`src/rtl/blend_sequencer.sv`:
```
// Per-pixel read-modify-write sequencer: captures one pixel, optionally fetches the
// background, samples the external blend datapath and issues the masked 16-bit write.
module blend_sequencer #(
   parameter int ADDR_W = 19,
   parameter int CNT_W  = 16
) (
   input  logic              clk,
   input  logic              i_rst,
   input  logic              i_pixValid,
   output logic              o_pixReady,
   input  logic [9:0]        i_pixX,
   input  logic [8:0]        i_pixY,
   input  logic [7:0]        i_pixR,
   input  logic [7:0]        i_pixG,
   input  logic [7:0]        i_pixB,
   input  logic              i_pixSTP,
   input  logic              i_pixTransparent,
   input  logic              i_noblend,
   input  logic [1:0]        i_mode,
   input  logic              i_checkMask,
   input  logic              i_forceMask,
   output logic              o_rdReq,
   output logic [ADDR_W-1:0] o_rdAddr,
   input  logic              i_rdAck,
   input  logic              i_rdValid,
   input  logic [15:0]       i_rdData,
   output logic [4:0]        o_bgR,
   output logic [4:0]        o_bgG,
   output logic [4:0]        o_bgB,
   output logic [7:0]        o_pxR,
   output logic [7:0]        o_pxG,
   output logic [7:0]        o_pxB,
   output logic              o_pxSTP,
   output logic              o_pxTransparent,
   output logic              o_noblend,
   output logic [1:0]        o_mode,
   input  logic [7:0]        i_blR,
   input  logic [7:0]        i_blG,
   input  logic [7:0]        i_blB,
   output logic              o_wrReq,
   output logic [ADDR_W-1:0] o_wrAddr,
   output logic [15:0]       o_wrData,
   input  logic              i_wrAck,
   output logic              o_busy,
   output logic [CNT_W-1:0]  o_cntWritten,
   output logic [CNT_W-1:0]  o_cntSkipped
);

   localparam logic [2:0] S_IDLE    = 3'd0;
   localparam logic [2:0] S_RD_REQ  = 3'd1;
   localparam logic [2:0] S_RD_WAIT = 3'd2;
   localparam logic [2:0] S_BLEND   = 3'd3;
   localparam logic [2:0] S_WR_REQ  = 3'd4;
   localparam logic [CNT_W-1:0] CNT_ONE = CNT_W'(1);

   logic [2:0]        r_state;
   logic              r_pixReady, r_rdReq, r_wrReq, r_busy;
   logic [ADDR_W-1:0] r_addr;
   logic [7:0]        r_pxR, r_pxG, r_pxB;
   logic              r_stp, r_transp, r_noblend, r_checkMask, r_forceMask;
   logic [1:0]        r_mode;
   logic [15:0]       r_bg;
   logic [15:0]       r_wrData;
   logic [CNT_W-1:0]  r_cntWritten, r_cntSkipped;

   logic [2:0]        w_next;
   logic [ADDR_W-1:0] w_pixAddr;
   logic              w_accept, w_discard, w_semi, w_needBg;
   logic              w_bgLoad, w_resLoad, w_incSkip, w_incWr;

   // Only the top five bits of each blended channel survive into VRAM
   function automatic logic [15:0] pack_wr(input logic m, input logic [7:0] b,
                                           input logic [7:0] g, input logic [7:0] r);
      pack_wr = {m, b[7:3], g[7:3], r[7:3]};
   endfunction

   // Next-state and event decode
   always_comb begin
      w_pixAddr = ADDR_W'({i_pixY, i_pixX});
      w_discard = i_pixTransparent & ~i_pixSTP;
      w_semi    = i_pixSTP & ~i_noblend;
      w_needBg  = ~w_discard & (w_semi | i_checkMask);
      w_accept  = 1'b0;
      w_bgLoad  = 1'b0;
      w_resLoad = 1'b0;
      w_incSkip = 1'b0;
      w_incWr   = 1'b0;
      w_next    = r_state;
      case (r_state)
         S_IDLE: begin
            if (i_pixValid) begin
               w_accept = 1'b1;
               if (w_discard) begin
                  w_incSkip = 1'b1;
                  w_next    = S_IDLE;
               end else if (w_needBg) begin
                  w_next = S_RD_REQ;
               end else begin
                  w_next = S_BLEND;
               end
            end else begin
               w_next = S_IDLE;
            end
         end
         S_RD_REQ: begin
            if (i_rdAck & i_rdValid) begin
               w_bgLoad = 1'b1;
               w_next   = S_BLEND;
            end else if (i_rdAck) begin
               w_next = S_RD_WAIT;
            end else begin
               w_next = S_RD_REQ;
            end
         end
         S_RD_WAIT: begin
            if (i_rdValid) begin
               w_bgLoad = 1'b1;
               w_next   = S_BLEND;
            end else begin
               w_next = S_RD_WAIT;
            end
         end
         S_BLEND: begin
            w_resLoad = 1'b1;
            if (r_checkMask & r_bg[15]) begin
               w_incSkip = 1'b1;
               w_next    = S_IDLE;
            end else begin
               w_next = S_WR_REQ;
            end
         end
         S_WR_REQ: begin
            if (i_wrAck) begin
               w_incWr = 1'b1;
               w_next  = S_IDLE;
            end else begin
               w_next = S_WR_REQ;
            end
         end
         default: w_next = S_IDLE;
      endcase
   end

   // State, registered handshake outputs, captured pixel, background, result and counters
   always_ff @(posedge clk) begin
      if (i_rst) begin
         r_state      <= S_IDLE;
         r_pixReady   <= 1'b1;
         r_rdReq      <= 1'b0;
         r_wrReq      <= 1'b0;
         r_busy       <= 1'b0;
         r_addr       <= {ADDR_W{1'b0}};
         r_pxR        <= 8'h00;
         r_pxG        <= 8'h00;
         r_pxB        <= 8'h00;
         r_stp        <= 1'b0;
         r_transp     <= 1'b0;
         r_noblend    <= 1'b0;
         r_checkMask  <= 1'b0;
         r_forceMask  <= 1'b0;
         r_mode       <= 2'b00;
         r_bg         <= 16'h0000;
         r_wrData     <= 16'h0000;
         r_cntWritten <= {CNT_W{1'b0}};
         r_cntSkipped <= {CNT_W{1'b0}};
      end else begin
         r_state    <= w_next;
         r_pixReady <= (w_next == S_IDLE);
         r_rdReq    <= (w_next == S_RD_REQ);
         r_wrReq    <= (w_next == S_WR_REQ);
         r_busy     <= (w_next != S_IDLE);
         if (w_accept) begin
            r_addr      <= w_pixAddr;
            r_pxR       <= i_pixR;
            r_pxG       <= i_pixG;
            r_pxB       <= i_pixB;
            r_stp       <= i_pixSTP;
            r_transp    <= i_pixTransparent;
            r_noblend   <= i_noblend;
            r_checkMask <= i_checkMask;
            r_forceMask <= i_forceMask;
            r_mode      <= i_mode;
            r_bg        <= 16'h0000;
         end else if (w_bgLoad) begin
            r_bg <= i_rdData;
         end
         if (w_resLoad) begin
            r_wrData <= pack_wr(r_forceMask | r_stp, i_blB, i_blG, i_blR);
         end
         if (w_incSkip) begin
            r_cntSkipped <= r_cntSkipped + CNT_ONE;
         end
         if (w_incWr) begin
            r_cntWritten <= r_cntWritten + CNT_ONE;
         end
      end
   end

   assign o_pixReady      = r_pixReady;
   assign o_busy          = r_busy;
   assign o_rdReq         = r_rdReq;
   assign o_wrReq         = r_wrReq;
   assign o_rdAddr        = r_addr;
   assign o_wrAddr        = r_addr;
   assign o_wrData        = r_wrData;
   assign o_bgR           = r_bg[4:0];
   assign o_bgG           = r_bg[9:5];
   assign o_bgB           = r_bg[14:10];
   assign o_pxR           = r_pxR;
   assign o_pxG           = r_pxG;
   assign o_pxB           = r_pxB;
   assign o_pxSTP         = r_stp;
   assign o_pxTransparent = r_transp;
   assign o_noblend       = r_noblend;
   assign o_mode          = r_mode;
   assign o_cntWritten    = r_cntWritten;
   assign o_cntSkipped    = r_cntSkipped;

endmodule
```
`config.mk`:
```
export PLATFORM = sky130hd
export DESIGN_NAME = blend_sequencer
export DESIGN_NICKNAME = d
export VERILOG_FILES = /design/src/rtl/blend_sequencer.sv
export SDC_FILE = /design/constraint.sdc
export NUM_CORES = 1
export LEC_CHECK = 0
export BUFFER_PORTS_ARGS = -buffer_cell sky130_fd_sc_hd__buf_2
export CORE_UTILIZATION = 50
export DETAILED_ROUTE_END_ITERATION = 8
export PLACE_DENSITY = 0.85
export SYNTH_ARGS = -nofsm -noshare
export SYNTH_HDL_FRONTEND = slang
export SYNTH_SLANG_ARGS = --single-unit
```
`constraint.sdc`:
```
create_clock -name clk -period 6.2 [get_ports clk]
set_clock_uncertainty 0.15 [all_clocks]
set_input_delay 0.93 -clock clk [delete_from_list [all_inputs] [get_ports clk]]
set_output_delay 0.93 -clock clk [all_outputs]
set_load 0.02 [all_outputs]
```
==> flow_summary.json <==
{
  "synth_seq_area_share_pct": 49.3,
  "drt-wirelength-per-cell_um": 13.8,
  "holdBufCountCts": 0,
  "cp_cell_sequence": "nand3b_1 -> o32a_4 -> or4_1 -> a21oi_1",
  "clk_pin_slew_worst_paths_ns": 0.06,
  "use_met1_pct": 27.3,
  "critPathSlowestCell": "nand3b_1",
  "syn_area_per_cell_um2": 8.35,
  "num_vias": 4658,
  "share_clk_of_total_power_pct": 48.2,
  "hold_path_class": "flop to flop",
  "grt_max_degree": 70,
  "switchingPower_mw": 0.591,
  "cts_setup_buffers": 0,
  "setup_violations": 0,
  "core_area_um2": 9370,
  "detailedRoute.firstPassIterationCount": 4,
  "viasPerCell": 5.14,
  "drt_iter0_drc": 141,
  "crit_arrival_ns": 2.93,
  "cellPowerDensity_nw_per_um2": 346,
  "initial_core_util_pct": 52.5,
  "track_usage_pct": 23.9,
  "drt_wl_total_mm": 12.5,
  "crit_path_end_kind": "flop",
  "switching_share_pct": 26.3,
  "synth_nets": 687,
  "netlist_area_um2": 4920,
  "drv_slew": 0,
  "hold-path-cell-count": 2,
  "final_layout_size_suffix_gt1_share_pct": 34.0,
  "io_buffer_count": 220,
  "reg2reg_slack_ns": 3.54,
  "min_period_ns": 2.66,
  "grt_pass1_vias": 4236,
  "gp_congestion": 0.801,
  "antenna_found_initial": 1,
  "rsz0062_at_grt": "false",
  "syn_inst": 589,
  "cellLeakagePower_nw": 2.90,
  "max_freq_mhz": 376,
  "finalHoldViolations": 0,
  "synthFlopType": "dfxtp_1",
  "hpwl_mm": 8.82,
  "drc_errors": 0,
  "slew_headroom_pct": 44.2,
  "hold_ws_ns": 0.301,
  "diodes": 0,
  "setup_tns_ns": 0,
  "final_antenna_net_count": 0,
  "gr-usage-met2_pct": 42.1,
  "critPathMaxFanout": 19,
  "regToRegEndpoint": "o_cntSkipped[9]$_SDFFE_PP0P_",
  "clkLatencyLatePin_ns": 0.50,
  "max-clock-path-buffers": 2,
  "synth_seq_cells": 121,
  "fp.dieW_um": 101,
  "ioPinCount": 230,
  "grt_util_met3_pct": 7.87,
  "fin_crit_sh_pct": 42.8,
  "cp.required_ns": 6.48,
  "grt_pass1_wl_mm": 19.2,
  "outcome": "completed",
  "regToRegStartpoint": "r_state[1]$_SDFF_PP0_",
  "p_comb_share_pct": 13.6,
  "cts_buffers": 17,
  "final_nets": 862,
  "die_area_um2": 10200,
  "areaGrowthSynthToFinish_pct": 32.0,
  "busiest_layer": "met2",
  "power_frac_seq_pct": 38.3,
  "cts.sinks": 121,
  "grt_overflow": 0,
  "cts_tree": "done",
  "post_cts_resize_count": 0,
  "clk_root_buffer_cell": "clkbuf_8",
  "worstSetupStartpointType": "flop",
  "ys_warn_count": 0,
  "intPower_mw": 1.65,
  "worstHoldStart": "o_pxR[0]$_SDFFE_PP0P_",
  "crit_type": "flop to flop",
  "yosysUniqueCellTypes": 45,
  "rr_worst_depth": 4,
  "min_to": "o_pxR[0]$_SDFFE_PP0P_",
  "cap_viol_max_count": 0,
  "async_reset_ff_share_pct": 0,
  "tightest_slew_ns": 0.835,
  "htreeDepth": 4,
  "cpPeakStageDelay_ns": 0.67,
  "synth-edff-count": 0,
  "die_h_um": 101,
  "ir_worst_vdd_v": 0.000238,
  "rows": 35
}
power by group through the flow:
stage,logic (mW),clock network (mW),registers (mW)
after global routing,0.334,1.13,0.864
after global placement,0.298,0,0.871
after detailed placement,0.307,0,0.874
after CTS,0.307,1.10,0.858
after floorplan,0.171,0,0.915
final,0.304,1.08,0.858
placed cells by master (no fill, tap or decap), types with 3 or more instances in the layout:
cell,synthesis,routed
a21oi_1,84,84
and4_1,3,3
buf_2,3,219
buf_4,34,5
bufinv_16,0,5
clkbuf_16,0,16
clkbuf_8,0,3
clkinvlp_4,0,4
dfxtp_1,121,121
inv_1,7,7
inv_6,0,3
mux2i_1,17,17
nand2_1,147,147
nand2b_1,5,5
nand3_1,10,10
nand4_1,8,8
nor2_1,34,34
nor2b_1,4,4
nor3_1,6,6
o21ai_0,9,9
o31ai_1,8,8
or3_1,9,9
or4_1,9,9
xnor2_1,6,6
xor2_1,3,3
cell usage after synthesis (2+ instances only):
| cell type | n | area, um2 |
|---|---|---|
| nand2_1 | 147 | 552 |
| dfxtp_1 | 121 | 2420 |
| a21oi_1 | 84 | 420 |
| buf_4 | 34 | 255 |
| nor2_1 | 34 | 128 |
| clkbuf_1 | 30 | 113 |
| mux2i_1 | 17 | 170 |
| nand3_1 | 10 | 50.1 |
| o21ai_0 | 9 | 45.0 |
| or3_1 | 9 | 56.3 |
| or4_1 | 9 | 67.6 |
| nand4_1 | 8 | 50.1 |
| o31ai_1 | 8 | 60.1 |
| inv_1 | 7 | 26.3 |
| nor3_1 | 6 | 30.0 |
| xnor2_1 | 6 | 52.6 |
| nand2b_1 | 5 | 31.3 |
| nor2b_1 | 4 | 25.0 |
| and4_1 | 3 | 26.3 |
| buf_2 | 3 | 15.0 |
| xor2_1 | 3 | 26.3 |
| a21o_1 | 2 | 15.0 |
| and3_1 | 2 | 12.5 |
| ha_1 | 2 | 25.0 |
| mux2_2 | 2 | 22.5 |
| nand3b_1 | 2 | 15.0 |
| nand4bb_1 | 2 | 22.5 |
| nor4_1 | 2 | 12.5 |
| o22ai_1 | 2 | 12.5 |
worst max-delay path by stage:
stage / from / end / slack (ns) / cells after the start
2_1_floorplan: i_pixValid / o_cntSkipped[12]$_SDFFE_PP0P_ / 3.49 / 5
3_3_place_gp: i_pixValid / o_cntSkipped[15]$_SDFFE_PP0P_ / 3.22 / 5
3_5_place_dp: i_pixValid / o_cntSkipped[9]$_SDFFE_PP0P_ / 3.15 / 5
4_1_cts: r_state[1]$_SDFF_PP0_ / o_cntSkipped[9]$_SDFFE_PP0P_ / 3.54 / 4
5_1_grt: r_state[1]$_SDFF_PP0_ / o_cntSkipped[9]$_SDFFE_PP0P_ / 3.32 / 4
6_report: r_state[1]$_SDFF_PP0_ / o_cntSkipped[9]$_SDFFE_PP0P_ / 3.54 / 4
cell type report:
cell class,instances,area [um2]
timing repair buffer,224,1130
multi-input combinational,393,2090
sequential,121,2420
inverter,7,26.3
clock buffer,19,442
fill,758,2880
clock inverter,13,215
tap,129,161
worst max-delay path, delay by kind of cell, from the launching register on:
kind | cells | cell delay, ns
flops | 1 | 0.56
compound gates | 2 | 0.67
simple gates | 2 | 1.21
registers in the layout, summed over array words and instances, names as in the netlist:
| name | cells |
|---|---|
| o_cntSkipped | 16 |
| o_rdAddr | 19 |
| o_busy | 1 |
| o_pixReady | 1 |
| o_pxR | 8 |
| r_forceMask | 1 |
| o_pxSTP | 1 |
| o_noblend | 1 |
| o_rdReq | 1 |
| r_checkMask | 1 |
| o_cntWritten | 16 |
| r_bg | 16 |
| o_wrData | 16 |
| o_pxTransparent | 1 |
| o_mode | 2 |
| r_state | 3 |
| o_pxG | 8 |
| o_pxB | 8 |
| o_wrReq | 1 |
metrics by stage:
stage / setup slack (ns) / cell area [um2] / power (mW) / util, % / cells
after floorplan: 3.49 / 4920 / 1.09 / - / 589
after global placement: 3.22 / 5830 / 1.17 / 62.3 / 874
after detailed placement: 3.15 / 5830 / 1.18 / 62.3 / 874
after CTS: 3.54 / 6490 / 2.26 / 69.3 / 906
after global routing: 3.32 / 6490 / 2.33 / 69.3 / 906
final: 3.54 / 6490 / 2.24 / 69.3 / 906
cells by family (layout without fill, tap and decap cells):
logic type | count (synthesis) | after routing | synth area share, %
simple gates | 251 | 251 | 23.5
flops | 121 | 121 | 49.3
compound gates | 112 | 112 | 12.8
buf+inv | 75 | 263 | 8.40
mux | 19 | 19 | 3.92
xor+xnor | 9 | 9 | 1.60
fa+ha+maj | 2 | 2 | 0.509
metal layers:
layer  wire length [um]  part of all wire, %
met4                189                  1.5
met3                946                  7.5
met1               5230                   42
met2               6160                   49
met5                 13                 0.10
Power figures use the tool's default switching activity.
